### src/rtl/rgb_led_sequencer.sv
// rgb_led_sequencer
//   Steps an active-LED index across NUM_LEDS outputs at STEP_HZ and drives
//   the LEDs in one of four modes: rotate, ping-pong, PWM breathe, hold.
// Ports
//   clock_12mhz : single clock, rising edge
//   reset       : synchronous, active-high
//   enable      : run (1) / pause (0); pause blanks the LEDs, keeps state
//   mode        : 00 ROTATE, 01 PINGPONG, 10 BREATHE, 11 HOLD
//   led         : registered LED drive, 1 = on
//   step_pulse  : registered one-cycle pulse per step
//   active_idx  : current index register
module rgb_led_sequencer #(
  parameter  int CLK_HZ     = 12_000_000,
  parameter  int STEP_HZ    = 1,
  parameter  int NUM_LEDS   = 3,
  parameter  int PWM_BITS   = 8,
  localparam int STEP_TICKS = CLK_HZ / STEP_HZ,
  localparam int TICK_W     = $clog2(STEP_TICKS),
  localparam int IDX_W      = $clog2(NUM_LEDS)
) (
  input  logic                clock_12mhz,
  input  logic                reset,
  input  logic                enable,
  input  logic [1:0]          mode,
  output logic [NUM_LEDS-1:0] led,
  output logic                step_pulse,
  output logic [IDX_W-1:0]    active_idx
);

  localparam logic [1:0] M_ROTATE   = 2'b00;
  localparam logic [1:0] M_PINGPONG = 2'b01;
  localparam logic [1:0] M_BREATHE  = 2'b10;
  localparam logic [1:0] M_HOLD     = 2'b11;

  localparam logic [TICK_W-1:0]   TICK_LAST = TICK_W'(STEP_TICKS - 1);
  localparam logic [IDX_W-1:0]    IDX_LAST  = IDX_W'(NUM_LEDS - 1);
  localparam logic [PWM_BITS-1:0] PWM_MAX   = '1;

  logic [TICK_W-1:0]   tick;
  logic [IDX_W-1:0]    idx, idx_nxt;
  logic                dir, dir_nxt;
  logic [PWM_BITS-1:0] pwm_cnt, duty;
  logic                duty_dir;
  logic [1:0]          mode_q;
  logic                mode_chg, step;
  logic [NUM_LEDS-1:0] led_nxt;

  // A mode change restarts the timer, so it can never coincide with a step.
  assign mode_chg = (mode != mode_q);
  assign step     = enable && (mode != M_HOLD) && !mode_chg && (tick == TICK_LAST);

  assign active_idx = idx;

  // Index / direction next-state. ROTATE and BREATHE wrap, PINGPONG bounces.
  always_comb begin
    idx_nxt = idx;
    dir_nxt = dir;
    if (step) begin
      if (mode == M_PINGPONG) begin
        if (!dir) begin
          if (idx == IDX_LAST) begin
            dir_nxt = 1'b1;
            idx_nxt = idx - 1'b1;
          end else begin
            idx_nxt = idx + 1'b1;
          end
        end else begin
          if (idx == '0) begin
            dir_nxt = 1'b0;
            idx_nxt = idx + 1'b1;
          end else begin
            idx_nxt = idx - 1'b1;
          end
        end
      end else begin
        idx_nxt = (idx == IDX_LAST) ? '0 : idx + 1'b1;
      end
    end
  end

  // Per-LED decode: only the active lane may light; in BREATHE it is gated
  // by the PWM compare.
  for (genvar i = 0; i < NUM_LEDS; i++) begin : g_led
    assign led_nxt[i] = enable && (idx == IDX_W'(i)) &&
                        ((mode != M_BREATHE) || (pwm_cnt < duty));
  end

  always_ff @(posedge clock_12mhz) begin
    if (reset) begin
      tick       <= '0;
      idx        <= '0;
      dir        <= 1'b0;
      pwm_cnt    <= '0;
      duty       <= '0;
      duty_dir   <= 1'b0;
      mode_q     <= M_ROTATE;
      step_pulse <= 1'b0;
      led        <= '0;
    end else begin
      mode_q     <= mode;
      idx        <= idx_nxt;
      dir        <= dir_nxt;
      step_pulse <= step;
      led        <= led_nxt;

      if (mode_chg || (mode == M_HOLD))
        tick <= '0;
      else if (enable)
        tick <= (tick == TICK_LAST) ? '0 : tick + 1'b1;

      if (mode_chg) begin
        pwm_cnt  <= '0;
        duty     <= '0;
        duty_dir <= 1'b0;
      end else if (enable && (mode == M_BREATHE)) begin
        pwm_cnt <= pwm_cnt + 1'b1;
        if (step) begin
          duty     <= '0;
          duty_dir <= 1'b0;
        end else if (pwm_cnt == PWM_MAX) begin
          // Triangle ramp: turn around at either end instead of wrapping.
          if (!duty_dir) begin
            if (duty == PWM_MAX) begin
              duty_dir <= 1'b1;
              duty     <= duty - 1'b1;
            end else begin
              duty <= duty + 1'b1;
            end
          end else begin
            if (duty == '0) begin
              duty_dir <= 1'b0;
              duty     <= duty + 1'b1;
            end else begin
              duty <= duty - 1'b1;
            end
          end
        end
      end
    end
  end

endmodule

### config.mk
export PLATFORM = sky130hd
export DESIGN_NAME = rgb_led_sequencer
export DESIGN_NICKNAME = d
export VERILOG_FILES = /design/src/rtl/rgb_led_sequencer.sv
export SDC_FILE = /design/constraint.sdc
export NUM_CORES = 1
export LEC_CHECK = 0
export ABC_AREA = 1
export BUFFER_PORTS_ARGS = -buffer_cell sky130_fd_sc_hd__buf_2
export CORE_MARGIN = 2
export CORE_UTILIZATION = 56
export CTS_CLUSTER_SIZE = 20
export DETAILED_ROUTE_END_ITERATION = 16
export PLACE_DENSITY = 0.84
export SLEW_MARGIN = 20
export SYNTH_ARGS = -nofsm -noshare
export SYNTH_HDL_FRONTEND = slang
export SYNTH_SLANG_ARGS = --single-unit
### constraint.sdc
create_clock -name clock_12mhz -period 1.45 [get_ports clock_12mhz]
set_input_delay 0.0725 -clock clock_12mhz [delete_from_list [all_inputs] [get_ports clock_12mhz]]
set_output_delay 0.0725 -clock clock_12mhz [all_outputs]
set_load 0.01 [all_outputs]
# Word level (Yosys, flattened, before mapping)
# Cells that the tools add are included.
# op_classes
n_addsub,6
n_reduce_logical,20
eq_ne,11
magnitude_cmp,1
n_mux,19
# ops
cell,n
$mux 8,5
$add 24x1->24 const B,1
$eq 24x24->1 const B,1
$mux 24,1
$add 8x1->8 const B,2
$eq 8x8->1 const B,2
$logic_and 1x1->1,10
$mux 2,5
$logic_not 8->1,1
$lt 8x8->1,1
$mux 1,8
$sub 8x1->8 const B,1
$eq 2x2->1 const B,3
$eq 2x1->1 const B,2
$ne 2x2->1 const B,2
$reduce_and 2->1,2
$reduce_or 2->1,2
$add 2x1->2 const B,1
$logic_not 2->1,1
$logic_or 1x1->1,2
$ne 2x2->1,1
$reduce_bool 2->1,1
$sub 2x1->2 const B,1
$logic_not 1->1,1
# totals
input_bits,5
register_bits,50

# Longest topological paths before layout
# Gate-level depths: netlist of the first run.
# logic_depth
word_depth,6
mapped_depth,12

# Worst setup path before layout of the first run
# Ideal clock, no wire load.
# synth_timing
kind,register -> register
start,register tick[0]
end,register tick[16]
t_arrival_ns,1.397
path_slack_ns,-0.064
setup_time_ns,0.117
path_stages_with_launch,11
path_buffers,0
cell_sequence,dfxtp_1 ha_1 nand2_1 nor2_2 nand2_2 nor2_4 nand2_2 nor2_4 nand2_1 xor2_1 nor2_2
# synth_between
elab_chain_cells,2
# synth_rtl
element,line_no,rtl
start: declaration,39,logic [TICK_W-1:0] tick;
start signal: assignment,109,tick <= (tick == TICK_LAST) ? '0 : tick + 1'b1;
$add 24x1->24 / $eq 24x24->1 (equally long branches),109,
$mux 24 *,109,
# Mark *: on every way between the ends. The rest lies on a longest branch, timed or not.
# A chain may end at the register's enable or synchronous reset.

# Worst setup path in the final report of the first run
# layout_timing
start,register duty[5]
end,register duty[2]
# layout_between
elab_chain_cells,5
# layout_rtl
element,line_no,rtl
start: declaration,42,"logic [PWM_BITS-1:0] pwm_cnt, duty;"
start signal: assignment,125,duty <= duty - 1'b1;
start signal: assignment,127,duty <= duty + 1'b1;
start signal: assignment,132,duty <= duty + 1'b1;
$eq 8x8->1 / $logic_not 8->1 (equally long branches),"123, 130",
"$mux 8, on equally long branches","123, 130",
$mux 8 *,122,if (!duty_dir) begin
$mux 8 *,120,end else if (pwm_cnt == PWM_MAX) begin
$mux 8 *,117,if (step) begin
# Mark *: on every way between the ends. The rest lies on a longest branch, timed or not. The select of a mux whose other input is x is not followed.

==> results of run 1 <==
[logic make-up (layout without fill, tap and decap cells)]
kind of cell             after synthesis  in the layout  share of synthesized area
adder cells (fa/ha/maj)               12             12                     0.0446
AND/OR/NAND/NOR                      308            309                      0.444
XOR/XNOR                              11             11                     0.0286
flip-flops                            50             50                      0.297
buffers and inverters                 77            173                     0.0936
AO/OA/AOI/OAI                         51             51                     0.0918
[state kept, by name, indices dropped and copies added (netlist names), named ones only]
name / count
active_idx: 2
duty: 8
duty_dir: 1
led: 3
mode_q: 2
pwm_cnt: 8
step_pulse: 1
tick: 24
[repair_timing]
action | CTS | global route
resized for setup | 32 | 102
pin swaps | 20 | 37
gates cloned | 0 | 1
setup buffers | 7 | 13
endpoints found under the setup margin | 31 | 41
hold buffers | 0 | 0
[path summary, 6_finish.rpt]
| kind | cells past startpoint | from | end |
|---|---|---|---|
| hold / removal | 2 | reset | mode_q[1] |
| hold reg to reg | 2 | tick[17] | tick[17] |
| setup / recovery | 9 | duty[5] | duty[2] |
| setup reg to reg | 9 | duty[5] | duty[2] |
[final cells by class]
type	count	area, sq um	share of cell area
clock inverters	2	13.8	0.00294
flip-flops and latches	50	1040	0.223
inverters	68	275	0.0588
repair buffers	97	734	0.157
clock buffers	6	72.6	0.0155
multi-input cells	383	2440	0.522
well taps	75	93.8	0.0201
[cells in the mapped netlist (all sizes together)]
master	count
a211oi	3
a21o	1
a21oi	32
buf	8
clkbuf	1
clkinv	3
dfxtp	50
ha	12
inv	65
nand2	133
nand3	60
nand3b	2
nand4	20
nor2	78
nor3	11
nor3b	3
o21ai	14
o31ai	1
or2	1
xnor2	1
xor2	10
[where the power goes]
part	internal (uW)	leakage, uW	switching, uW
clock network	343	0.0000452	514
logic	62.6	0.00158	134
registers	1370	0.000417	4.49
[per-stage QoR]
step                hold WS, ns  instance area [sq um]  setup WS (ns)  total power (uW)
CTS                      0.0226                   4250        -0.0483              2340
detailed placement        0.350                   4000         -0.123              1550
finish                   0.0380                   4680         -0.269              2430
global route             0.0339                   4680         -0.348              2450
floorplan                 0.142                   3390        -0.0379              1500
global placement          0.344                   4000        -0.0545              1540
[per-layer routing]
layer,vias up,track usage,wire [um]
met5,-,0,0
met4,0,0.210,1320
met3,185,0.0769,1950
met2,519,0.543,6590
met1,2054,0.399,5070
li1,1848,-,-
[worst max-delay path, delay by kind of cell (launching register included)]
family          cells  cell delay, ns
compound gates      1            0.16
buf+inv             2            0.31
flops               1            0.41
simple gates        6            0.76
==> reports/summary.txt, run 1 <==
Setup Skew: 0.00726 ns
Max incr delay on CP: 0.41 ns
Initial antenna violation count: 0
Placed cells: 653
CP Class: reg -> reg
Rel. slew slack: 0.747
Seq/Total Area, Yosys: 0.297
CP max-delay cell: dfxtp_2
Register-to-register path setup slack: -0.27 ns
Residual DRC: 0
Top cell type's share of synthesized area: 0.297
P_leak: 0.00204 uW
Total negative slack: -5.67 ns
Final Core Density: 0.800
Mapped Area: 3370 sq um
First-pass GRT wire length: 17200 um
Mapped Nets: 526
IO Pins: 11
Area grow syn2layout: 38.9%
DR WL/cell: 21.9 um
Power Density: 519 nW/um^2
Final WS setup: -0.269 ns
Most frequent cells in the layout: nand2_1, buf_4, nand3_1
Tcrit/Tclk final: 1.19
Yosys cell types: 39
Die Span X: 81.5 um
ANT cells: 0
Worst hold path type: in -> reg
# clock sinks: 50
Number of fillers in the final layout: 272
Total Nets Final: 622
Startpoint types: register
Post-route ant nets: 0
Most common cell after layout, fill and taps aside: nand2_1
Arrival @ worst endpoint: 1.97 ns
Die extent in y: 81.5 um
FF+latch count, synth: 50
Largest net degree at the start of global routing: 16
Pre-antenna DRT Iters: 9
Via count: 4606
Max-Cap Viols: 0
Synth area leaders: dfxtp_1, nand2_1, nand3_1
Slew Limit Fails: 0
Vias in the first global route: 3777
Starting Density: 0.575
Clock-pin slew on the worst setup and hold paths: 0.10 ns
Clk_lat worst skew: 0.31 ns
GRT overflow: 0
RD Place Congestion: 0.958
I/O Buffers: 10
DR vias/cell: 6.76
CTS Buf Count: 5
Critical Path RT: 1.70 ns
Failing checks: setup timing
Iter 0 DRT Violations: 974
Syn_area_per_cell: 6.61 sq um
Measured slew at the worst slew-check pin: 0.379 ns
RSZ-0062 raised after global routing: yes
Status: finished with violations
Die ar.: 6650 sq um
Peak VDD IR: 562 uV
Crit path cell chain: buf_4 > nand2_1 > inv_1 > nand4_4 > nand2_4 > nand2_1 > nand2_1 > nand3_1 > a21oi_1
Min Tclk post-route: 1.72 ns
Post-Synthesis Cells: 509
Post-DP HPWL: 6960 um
Finish-stage setup viols: 42
H-tree depth: 2
Critical path peak fanout: 6
Final wirelength: 14900 um
Row cnt: 28
Clk buf depth: 2
Most used cell, CP: nand2_1
Fin. Hold Viols: 0
Non-Filler Instances: 681
Synthesis warning total: 0
GRT Overall Usage: 0.335
CP Capture Type: register
CORE AREA: 5850 sq um
Synth area leader: dfxtp_1
CTS tree: done
Layout cells sized above 1: 0.427
CTS root buffer: clkbuf_8
Fmax achieved: 0.582 GHz
No activity file was read; power rests on OpenSTA's default activity.
==> inputs of run 2 (changes only) <==
--- a/config.mk
+++ b/config.mk
@@ -6,11 +6,11 @@
 export NUM_CORES = 1
 export LEC_CHECK = 0
 export ABC_AREA = 1
-export BUFFER_PORTS_ARGS = -buffer_cell sky130_fd_sc_hd__buf_2
 export CORE_MARGIN = 2
-export CORE_UTILIZATION = 56
+export CORE_UTILIZATION = 58
 export CTS_CLUSTER_SIZE = 20
 export DETAILED_ROUTE_END_ITERATION = 16
+export DONT_BUFFER_PORTS = 1
 export PLACE_DENSITY = 0.84
 export SLEW_MARGIN = 20
 export SYNTH_ARGS = -nofsm -noshare
==> reports/summary.txt, run 2 (synthesized netlist as in run 1, its figures left out) <==
Post-route ant nets: 0 (unchanged)
CP Capture Type: register
H-tree depth: 2 (unchanged)
Startpoint types: register
Die ar.: 6430 sq um (-3.3%)
CTS tree: done
GRT Overall Usage: 0.336 (+0.00121)
CTS Buf Count: 5 (unchanged)
Die extent in y: 80.2 um (-1.7%)
Finish-stage setup viols: 40 (-4.8%)
Vias in the first global route: 3738 (-1.0%)
I/O Buffers: 0 (-10)
CP Class: reg -> reg
First-pass GRT wire length: 17000 um (-1.4%)
CORE AREA: 5540 sq um (-5.3%)
Tot Pwr: 2520 uW (+3.8%)
Reg-to-Reg End: duty[0]
P_leak: 0.00203 uW (-0.54%)
Iter 0 DRT Violations: 1118 (+15%)
Clk buf depth: 2 (unchanged)
Grt met3 use: 0.0674 (-0.00951)
Critical Path RT: 1.66 ns (-0.04 ns)
ANT cells: 0 (unchanged)
Failing checks: setup timing
Measured slew at the worst slew-check pin: 0.524 ns (+0.145 ns)
Largest reg by FF count: tick
Most common cell after layout, fill and taps aside: nand2_1
Final Core Density: 0.861 (+0.0610)
Fin. Hold Viols: 0 (unchanged)
Starting Density: 0.608 (+0.0322)
Via count: 4723 (+2.5%)
Hold endpoint: tick[20]
Row cnt: 27 (-3.6%)
Most frequent cells in the layout: nand2_1, buf_4, inv_1
Hold Crit Depth: 3 (+1)
Biggest regs: tick (24), duty (8), pwm_cnt (8)
GRT overflow: 0 (unchanged)
Register-to-register path setup slack: -0.36 ns (-0.09 ns)
Clock-pin slew on the worst setup and hold paths: 0.10 ns (about the same)
RSZ-0062 raised after global routing: yes
Arrival @ worst endpoint: 2.02 ns (+0.05 ns)
Critical path peak fanout: 3 (-3)
Worst hold path type: in -> reg
Final WS setup: -0.360 ns (-0.0915 ns)
Residual DRC: 0 (unchanged)
Reg2reg path depth: 11 (+2)
Setup Skew: 0.00745 ns (+0.000188 ns)
Status: finished with violations
Clk_lat worst skew: 0.33 ns (+0.02 ns)
Slew Limit Fails: 0 (unchanged)
Peak VDD IR: 692 uV (+23%)
Post-DP HPWL: 6760 um (-2.8%)
DR WL/cell: 23.5 um (+7.4%)
Max-Cap Viols: 0 (unchanged)
Reg-to-Reg Start: tick[0]
Total negative slack: -6.52 ns (-0.848 ns)
Min Tclk post-route: 1.81 ns (+0.0915 ns)
Hold_sp: enable
IO Pins: 11 (unchanged)
Largest net degree at the start of global routing: 17 (+1)
DR vias/cell: 7.03 (+3.9%)
Worst hold slack: 0.00759 ns (-0.0304 ns)
RD Place Congestion: 0.930 (-2.9%)
Final wirelength: 15800 um (+6.0%)
Pre-antenna DRT Iters: 10 (+1)
Max reg flops: 24 (unchanged)
Total Nets Final: 616 (-0.96%)
Power Density: 528 nW/um^2 (+1.8%)
Fmax achieved: 0.552 GHz (-5.1%)
Rel. slew slack: 0.649 (-0.0973)
Busiest grt layer: met2
Initial antenna violation count: 0 (unchanged)
CTS root buffer: clkbuf_8
GR Util met2: 0.587 (+0.0432)
# clock sinks: 50 (unchanged)
Die Span X: 80.2 um (-1.7%)
Tcrit/Tclk final: 1.25 (+0.0631)
Layout cells sized above 1: 0.435 (+0.00761)
Met1 Use GR: 0.400 (+0.000823)
Area grow syn2layout: 41.6%
==> run 2: changes by cell type in the layout (fill, tap and decap cells not counted), sizes merged <==
cell and delta:
clkinv -1, dlygate4sd3 +7, buf -14, clkinvlp +1
dlymetal6s4s +1
==> run 2: stage by stage <==
| step | setup WS [ns] | std cells | area (sq um) |
|---|---|---|---|
| final | -0.360 | 672 | 4770 |
| after global routing | -0.341 | 672 | 4770 |
| after CTS | -0.0353 | 653 | 4190 |
| after detailed placement | -0.120 | 632 | 3880 |
| after global placement | -0.0818 | 632 | 3880 |
| after floorplan | -0.0379 | 509 | 3390 |
==> run 2: what timing repair did <==
item,4_1_cts,5_1_grt
resized for setup,25,131
setup buffers,5,18
hold endpoints to repair,17,0
endpoints found under the setup margin,32,40
hold buffers,8,0
pin swaps,12,40
cloned,0,1
==> run 2: routing by layer <==
metal,share of wire,up-vias
met4,0.10,2
met5,0.0035,-
met3,0.15,225
li1,-,1831
met2,0.42,567
met1,0.32,2098
==> run 2: area by class of cell <==
| class | instances | area, sq um |
|---|---|---|
| inverters | 68 | 274 |
| multi-input cells | 383 | 2510 |
| clock inverters | 2 | 16.3 |
| flip-flops and latches | 50 | 1060 |
| repair buffers | 91 | 737 |
| well taps | 72 | 90.1 |
| clock buffers | 6 | 82.6 |
| fillers | 221 | 772 |
==> run 2: worst max path at each step <==
stage                          to  cells after the start  startpoint  slack [ns]
finish                    duty[0]                     11     tick[0]       -0.36
global route        active_idx[0]                     11    tick[23]       -0.34
CTS                      tick[14]                     10     tick[0]       -0.04
detailed placement        duty[5]                      8     duty[1]       -0.12
global placement           led[1]                      6     duty[3]       -0.08
floorplan                tick[16]                     10     tick[1]       -0.04
==> run 2: power by group <==
group	switching (uW)	internal [uW]
logic	126	65.4
registers	5.92	1370
clock network	561	395
==> run 2: critical path, stage by stage, from the launching register on <==
cell	delay, ns
dfxtp_2	0.38
ha_4	0.16
nand2_4	0.06
nor2_4	0.13
nand2_4	0.10
nor2_4	0.17
buf_6	0.13
nand3_4	0.06
nor2_4	0.17
nor2_2	0.08
o21ai_1	0.16
nor2_1	0.10
